File: config.mk
export PLATFORM = sky130hd
export DESIGN_NAME = ex_stage
export DESIGN_NICKNAME = d
export VERILOG_FILES = /design/src/rtl/ex_stage.sv
export SDC_FILE = /design/constraint.sdc
export NUM_CORES = 1
export LEC_CHECK = 0
export CORE_MARGIN = 4
export CORE_UTILIZATION = 50
export CTS_CLUSTER_SIZE = 30
export DETAILED_ROUTE_END_ITERATION = 16
export GPL_TIMING_DRIVEN = 0
export PLACE_DENSITY = 0.77
export SYNTH_ARGS = -nofsm -noshare
export SYNTH_HDL_FRONTEND = slang
export SYNTH_SLANG_ARGS = --single-unit
File: constraint.sdc
create_clock -name clk -period 9.2 [get_ports clk]
set_input_delay 1.84 -clock clk [delete_from_list [all_inputs] [get_ports clk]]
set_output_delay 1.84 -clock clk [all_outputs]
set_load 0.01 [all_outputs]
File: src/rtl/ex_stage.sv
// rtl/ex_stage.sv - execute stage: forwarding, ALU, iterative multiplier and EX/MEM register
module ex_stage (
   input  logic        clk,
   input  logic        rst,
   input  logic [31:0] Rs_data_in,
   input  logic [31:0] Rt_data_in,
   input  logic [31:0] Imm_in,
   input  logic [1:0]  ALU_op_in,
   input  logic [4:0]  Rs_addr_in,
   input  logic [4:0]  Rt_addr_in,
   input  logic [4:0]  Rd_addr_in,
   input  logic        ALU_src_in,
   input  logic        Reg_dst_in,
   input  logic        Reg_w_in,
   input  logic        Mem_w_in,
   input  logic        Mem_r_in,
   input  logic        Mem_to_reg_in,
   input  logic        Wb_w_in,
   input  logic [4:0]  Wb_addr_in,
   input  logic [31:0] Wb_data_in,
   output logic [31:0] Alu_result_out,
   output logic [31:0] Store_data_out,
   output logic [4:0]  Wr_addr_out,
   output logic        Reg_w_out,
   output logic        Mem_w_out,
   output logic        Mem_r_out,
   output logic        Mem_to_reg_out,
   output logic        Stall_out
);

   localparam logic [5:0] FN_ADD  = 6'b100000;
   localparam logic [5:0] FN_SUB  = 6'b100010;
   localparam logic [5:0] FN_AND  = 6'b100100;
   localparam logic [5:0] FN_OR   = 6'b100101;
   localparam logic [5:0] FN_SLT  = 6'b101010;
   localparam logic [5:0] FN_MULT = 6'b011000;

   typedef enum logic {S_IDLE, S_MUL} state_t;

   state_t      state, next_state;
   logic [31:0] fwd_a, fwd_b, op_b, alu_res;
   logic [4:0]  wr_addr_sel;
   logic        is_mult;

   // multiplier working registers
   logic [31:0] mcand, mplier, acc, acc_step;
   logic [4:0]  cnt;
   logic [4:0]  lat_wr_addr;
   logic        lat_reg_w, lat_mem_w, lat_mem_r, lat_mem_to_reg;

   // EX/MEM wins over MEM/WB; r0 and loads still in EX/MEM are never forwarded
   function automatic logic [31:0] fwd_sel(
      input logic [4:0]  addr,
      input logic [31:0] raw,
      input logic        exm_w,
      input logic        exm_r,
      input logic [4:0]  exm_addr,
      input logic [31:0] exm_data,
      input logic        wb_w,
      input logic [4:0]  wb_addr,
      input logic [31:0] wb_data
   );
      if (exm_w && !exm_r && (exm_addr != 5'd0) && (exm_addr == addr))
         return exm_data;
      else if (wb_w && (wb_addr != 5'd0) && (wb_addr == addr))
         return wb_data;
      else
         return raw;
   endfunction

   // operand selection with forwarding
   always_comb begin
      fwd_a = fwd_sel(Rs_addr_in, Rs_data_in, Reg_w_out, Mem_r_out, Wr_addr_out,
                      Alu_result_out, Wb_w_in, Wb_addr_in, Wb_data_in);
      fwd_b = fwd_sel(Rt_addr_in, Rt_data_in, Reg_w_out, Mem_r_out, Wr_addr_out,
                      Alu_result_out, Wb_w_in, Wb_addr_in, Wb_data_in);
      op_b        = ALU_src_in ? Imm_in : fwd_b;
      wr_addr_sel = Reg_dst_in ? Rd_addr_in : Rt_addr_in;
      is_mult     = (ALU_op_in == 2'b10) && (Imm_in[5:0] == FN_MULT);
   end

   // single-cycle ALU; unknown functs and mult produce 0 here
   always_comb begin
      alu_res = 32'd0;
      case (ALU_op_in)
         2'b00: alu_res = fwd_a + op_b;
         2'b01: alu_res = fwd_a - op_b;
         2'b11: alu_res = fwd_a | op_b;
         default: begin
            case (Imm_in[5:0])
               FN_ADD:  alu_res = fwd_a + op_b;
               FN_SUB:  alu_res = fwd_a - op_b;
               FN_AND:  alu_res = fwd_a & op_b;
               FN_OR:   alu_res = fwd_a | op_b;
               FN_SLT:  alu_res = {31'd0, ($signed(fwd_a) < $signed(op_b))};
               default: alu_res = 32'd0;
            endcase
         end
      endcase
   end

   // one shift-add step: add the shifted multiplicand when the current multiplier bit is set
   always_comb begin
      acc_step = acc + (mplier[0] ? mcand : 32'd0);
   end

   // multiplier state register
   always_ff @(negedge clk or posedge rst) begin
      if (rst)
         state <= S_IDLE;
      else
         state <= next_state;
   end

   // multiplier next state: 32 steps after capture, then back to idle
   always_comb begin
      next_state = state;
      case (state)
         S_IDLE: if (is_mult) next_state = S_MUL;
         S_MUL:  if (cnt == 5'd31) next_state = S_IDLE;
         default: next_state = S_IDLE;
      endcase
   end

   // EX/MEM register and multiplier datapath
   always_ff @(negedge clk or posedge rst) begin
      if (rst) begin
         Alu_result_out <= 32'd0;
         Store_data_out <= 32'd0;
         Wr_addr_out    <= 5'd0;
         Reg_w_out      <= 1'b0;
         Mem_w_out      <= 1'b0;
         Mem_r_out      <= 1'b0;
         Mem_to_reg_out <= 1'b0;
         Stall_out      <= 1'b0;
         mcand          <= 32'd0;
         mplier         <= 32'd0;
         acc            <= 32'd0;
         cnt            <= 5'd0;
         lat_wr_addr    <= 5'd0;
         lat_reg_w      <= 1'b0;
         lat_mem_w      <= 1'b0;
         lat_mem_r      <= 1'b0;
         lat_mem_to_reg <= 1'b0;
      end else if (state == S_IDLE) begin
         if (is_mult) begin
            // capture operands now so later forwarding changes cannot disturb the product
            mcand          <= fwd_a;
            mplier         <= op_b;
            acc            <= 32'd0;
            cnt            <= 5'd0;
            lat_wr_addr    <= wr_addr_sel;
            lat_reg_w      <= Reg_w_in;
            lat_mem_w      <= Mem_w_in;
            lat_mem_r      <= Mem_r_in;
            lat_mem_to_reg <= Mem_to_reg_in;
            Stall_out      <= 1'b1;
            Reg_w_out      <= 1'b0;
            Mem_w_out      <= 1'b0;
            Mem_r_out      <= 1'b0;
            Mem_to_reg_out <= 1'b0;
         end else begin
            Alu_result_out <= alu_res;
            Store_data_out <= fwd_b;
            Wr_addr_out    <= wr_addr_sel;
            Reg_w_out      <= Reg_w_in;
            Mem_w_out      <= Mem_w_in;
            Mem_r_out      <= Mem_r_in;
            Mem_to_reg_out <= Mem_to_reg_in;
         end
      end else begin
         acc    <= acc_step;
         mcand  <= mcand << 1;
         mplier <= mplier >> 1;
         cnt    <= cnt + 5'd1;
         if (cnt == 5'd31) begin
            Alu_result_out <= acc_step;
            Wr_addr_out    <= lat_wr_addr;
            Reg_w_out      <= lat_reg_w;
            Mem_w_out      <= lat_mem_w;
            Mem_r_out      <= lat_mem_r;
            Mem_to_reg_out <= lat_mem_to_reg;
            Stall_out      <= 1'b0;
         end else begin
            Reg_w_out      <= 1'b0;
            Mem_w_out      <= 1'b0;
            Mem_r_out      <= 1'b0;
            Mem_to_reg_out <= 1'b0;
         end
      end
   end

endmodule

# Yosys cells after proc, flatten, opt, wreduce, memory -nomap -nowiden
# Index checks and enable logic that the tools add are counted.
classes:
  n_mux: 41
  eq_ne: 16
  n_reduce_logical: 17
  bitwise_logic: 4
  addsub: 4
  n_lt_le_gt_ge: 1
ops:
  columns: ["operator", "count"]
  rows:
  - ["2-to-1 mux 32 bit", 15]
  - ["case mux 32 bit (5 select lines)", 1]
  - ["case mux 32 bit (3 select lines)", 1]
  - ["adder 32 bit", 2]
  - ["AND 32 bit", 1]
  - ["less-than comparator 32 bit", 1]
  - ["bitwise OR 32 bit", 1]
  - ["subtractor 32 bit", 1]
  - ["equality test 6 bit (second input constant)", 5]
  - ["2-to-1 mux 5 bit", 6]
  - ["equality test 5 bit", 4]
  - ["2-to-1 mux 1 bit", 17]
  - ["nonzero test 5 bit", 2]
  - ["logical AND 1 bit", 8]
  - ["AND reduction 2 bit", 4]
  - ["equality test 6 x 5 -> 1 bit (second input constant)", 1]
  - ["adder 5 x 1 -> 5 bit (second input constant)", 1]
  - ["equality test 5 bit (second input constant)", 1]
  - ["equality test 2 bit (second input constant)", 2]
  - ["equality test 2 x 1 -> 1 bit (second input constant)", 1]
  - ["logical NOT 2 bit", 1]
  - ["!= test 2 x 1 -> 1 bit (second input constant)", 1]
  - ["!= test 2 bit (second input constant)", 1]
  - ["NOT 1 bit", 2]
  - ["other kinds (3)", 3]
word_totals:
  reg_bits: 185
  output_inout_bits: 74

# Longest topological paths before layout
depth:
  depth_word: 11
  ltp_mapped: 23
  depth_no_buf: 21

==> flow_metrics.py <==
metrics = {
    "run_status": {
        "run_status": "complete, but fails checks",
        "violations": "negative setup slack",
    },
    "clocking": {
        "cts_tree": "done",
        "clk_pin_slew_worst_paths_ns": 0.06,
        "clock_sinks": 185,
        "numCtsBuffers": 17,
        "cts-root-buf": "clkbuf_16",
        "clock_latency_ns": 0.45,
        "clk_path_buf_depth": 2,
        "cts_htree_levels": 4,
    },
    "synthesis": {
        "synth-edff-count": 0,
        "ys_types": 90,
        "yosysMostFrequentCell": "nand2_1",
        "ys_seq_elements": 185,
        "avgSynthCellArea_um2": 7.83,
        "yosys.area.top_type": "dfrtn_1",
        "ys.flop_type": "dfrtn_1",
        "ys_top_cells_by_count": "353 x nand2_1, 217 x o21ai_0, 185 x dfrtn_1, 182 x a21oi_1, 150 x nor2_1",
        "ys_seq_area_share_pct": 26.9,
        "synth_area_leaders": "dfrtn_1 27%, ha_1 9.7%, nand2_1 7.7%",
        "synthCells": 2196,
        "synth_nets": 2492,
        "yosysTopAreaCellShare_pct": 26.9,
        "yosys_warnings": 0,
        "async_flop_share_pct": 100,
        "synthesis.area_mm2": 0.0172,
    },
    "critical_path": {
        "path_max_fanout": 5,
        "r2r_slack_ns": 3.35,
        "critical_path_class": "in2reg",
        "critPathLaunchType": "primary input",
        "critPathTopFamily": "compound AO/OA/AOI/OAI gates",
        "crit_slowest_cell": "or4_4",
        "crit_path_max_incr_delay_ns": 0.54,
        "regToRegEndpoint": "Alu_result_out[24]",
        "worst_r2r_startpoint": "Wr_addr_out[1]",
        "reg2reg_depth": 23,
        "crit_path_end_kind": "register",
        "crit_arrival_ns": 7.18,
        "cp.required_ns": 4.86,
        "critPathBufInv": 6,
    },
    "routing": {
        "drtIter0Drc": 2732,
        "final_antenna_net_count": 0,
        "wirelength_um": 83000,
        "drt-pass1-iter-count": 7,
        "viasPerCell": 6.59,
        "drc": 0,
        "dr_total_vias": 19900,
        "drt-wirelength-per-cell_um": 27.5,
    },
    "global_routing": {
        "grt-ovfl-total": 0,
        "antenna_found_initial": 6,
        "grt_max_degree": 40,
        "first_global_vias": 18900,
        "grt_pass1_wl_um": 119000,
        "grt_usage_pct": 41.4,
    },
    "worst_hold_path": {
        "min_delay_worst_endpoint": "Store_data_out[28]",
        "worst_hold_path_type": "reg2reg",
        "min-delay-start": "Store_data_out[28]",
        "whs_path_depth": 2,
    },
    "power_and_ir_drop": {
        "p_switching_mw": 2.47,
        "clkPwrFrac_pct": 15.6,
        "p_per_area_mw_per_mm2": 228,
        "internal_power_mw": 2.81,
        "power_frac_seq_pct": 27.4,
        "total_leakage_power_nw": 9.70,
        "peakVddDrop_mv": 0.223,
        "p_total_mw": 5.28,
        "swShare_pct": 46.8,
        "p_comb_share_pct": 57.0,
    },
    "sta": {
        "hold_violations": 0,
        "rsz0062_at_grt": "true",
        "fin_skew_ns": 0.0215,
        "tightest_slew_ns": 1.29,
        "slew_headroom_pct": 13.9,
        "tns_ns": -54.73,
        "drv_slew": 0,
        "setup_viol": 33,
        "fin_ws_ns": -2.32,
    },
    "floorplanning": {
        "num_rows": 67,
        "io_pins": 233,
        "dieArea_mm2": 0.0374,
        "core-area_mm2": 0.0337,
        "start_util_pct": 51.0,
        "dieHeight_um": 193,
        "die_w_um": 193,
    },
    "layout": {
        "num-fill-cells": 2741,
        "drive_above_1_share_pct": 18.4,
        "num-nets-final": 2851,
        "syn_to_final_growth_pct": 34.7,
        "final_area_mm2": 0.0232,
    },
    "placed_design": {
        "dp_worst_setup_slack_ns": -5.01,
        "dp_hpwl_um": 62200,
        "gp_congestion": 1.10,
        "port_buffers": 229,
        "placedInstanceArea_mm2": 0.0203,
    },
    "job": {
        "maxCapViolations": 0,
    },
}
==> final cells by class <==
cell class	count	area, µm²	area share [%]
antenna	4	10.0	0.0432
multi-input combinational	1772	12800	55.4
inverter	111	432	1.86
tap	448	561	2.42
buffer	117	691	2.98
clock buffer	17	425	1.84
timing repair buffer	351	3380	14.6
clock inverter	15	199	0.859
sequential	185	4630	20.0
==> worst max path at each step <==
stage | start | cells after the start | to | slack [ns]
after floorplan | Rt_addr_in[0] | 23 | Alu_result_out[28] | -2.08
after global placement | Rt_addr_in[0] | 21 | Alu_result_out[24] | -4.98
after detailed placement | Rt_addr_in[2] | 21 | Alu_result_out[24] | -5.01
after CTS | Wb_addr_in[4] | 25 | Alu_result_out[28] | -2.17
after global routing | Wb_addr_in[2] | 24 | Alu_result_out[28] | -2.28
final | Wb_addr_in[2] | 26 | Alu_result_out[24] | -2.32
==> power by group through the flow <==
| stage | combinational (mW) | sequential (mW) | clock [mW] |
|---|---|---|---|
| floorplan | 1.72 | 1.38 | 0 |
| global placement | 2.59 | 1.42 | 0 |
| detailed placement | 2.66 | 1.44 | 0 |
| CTS | 2.83 | 1.43 | 0.815 |
| global route | 3.20 | 1.47 | 0.848 |
| finish | 3.01 | 1.44 | 0.826 |
==> through the flow <==
step	std cells	hold slack [ns]	utilization (%)
2_1_floorplan	2196	0.409	-
3_3_place_gp	2873	0.418	59.9
3_5_place_dp	2878	0.423	60.2
4_1_cts	2985	0.424	66.6
6_report	3020	0.419	68.8
5_1_grt	3018	0.447	68.7
==> logic make-up after synthesis <==
logic type	Yosys count	synth area share, %
AOI/OAI and AO/OA	707	26.4
buffers and inverters	239	5.57
muxes	141	8.27
xor gates and xnor gates	94	4.79
adders and majority gates	137	10.1
and+or+nand+nor	693	17.9
DFF	185	26.9
==> tightest hold or removal path, delay by kind of cell (launching register included) <==
family           cells  cell delay [ns]
and+or+nand+nor      2             0.10
DFF                  1             0.40
==> cell usage in the layout, fill, tap and decap left out, drive strengths merged, types with 9 or more instances in the layout <==
master         instances
dfrtn                185
nor2                 150
clkdlybuf4s50        214
a31oi                 24
a21oi                182
ha                   134
and2                  42
o21ai                228
inv                  113
clkinv                10
o31ai                 28
a221oi                13
o22ai                 30
buf                  157
mux2                   9
o21a                  16
xnor2                 73
or3                    9
nand2b                13
o21bai                22
clkbuf               107
nand2                357
xor2                  21
o211ai                14
a311oi                14
or2                   11
mux2i                132
nand3                 21
o221ai                10
a21o                  40
nand4                 22
nor3                  32
a211oi                18
==> routing by layer <==
layer | vias to the layer above | global-route usage [%] | part of all wire (%)
met4 | 6 | 26.8 | 8.5
met3 | 429 | 11.7 | 12
met2 | 1504 | 64.3 | 44
li1 | 8528 | - | -
met1 | 9431 | 50.6 | 36
met5 | - | 0 | 0.17
==> what timing repair did <==
item	in CTS	in global routing
endpoints found under the setup margin	120	73
cloned	1	0
hold buffers	0	0
resized for setup	283	113
setup buffers	84	34
pin swaps	85	99
No activity file was read; power rests on OpenSTA's default activity.
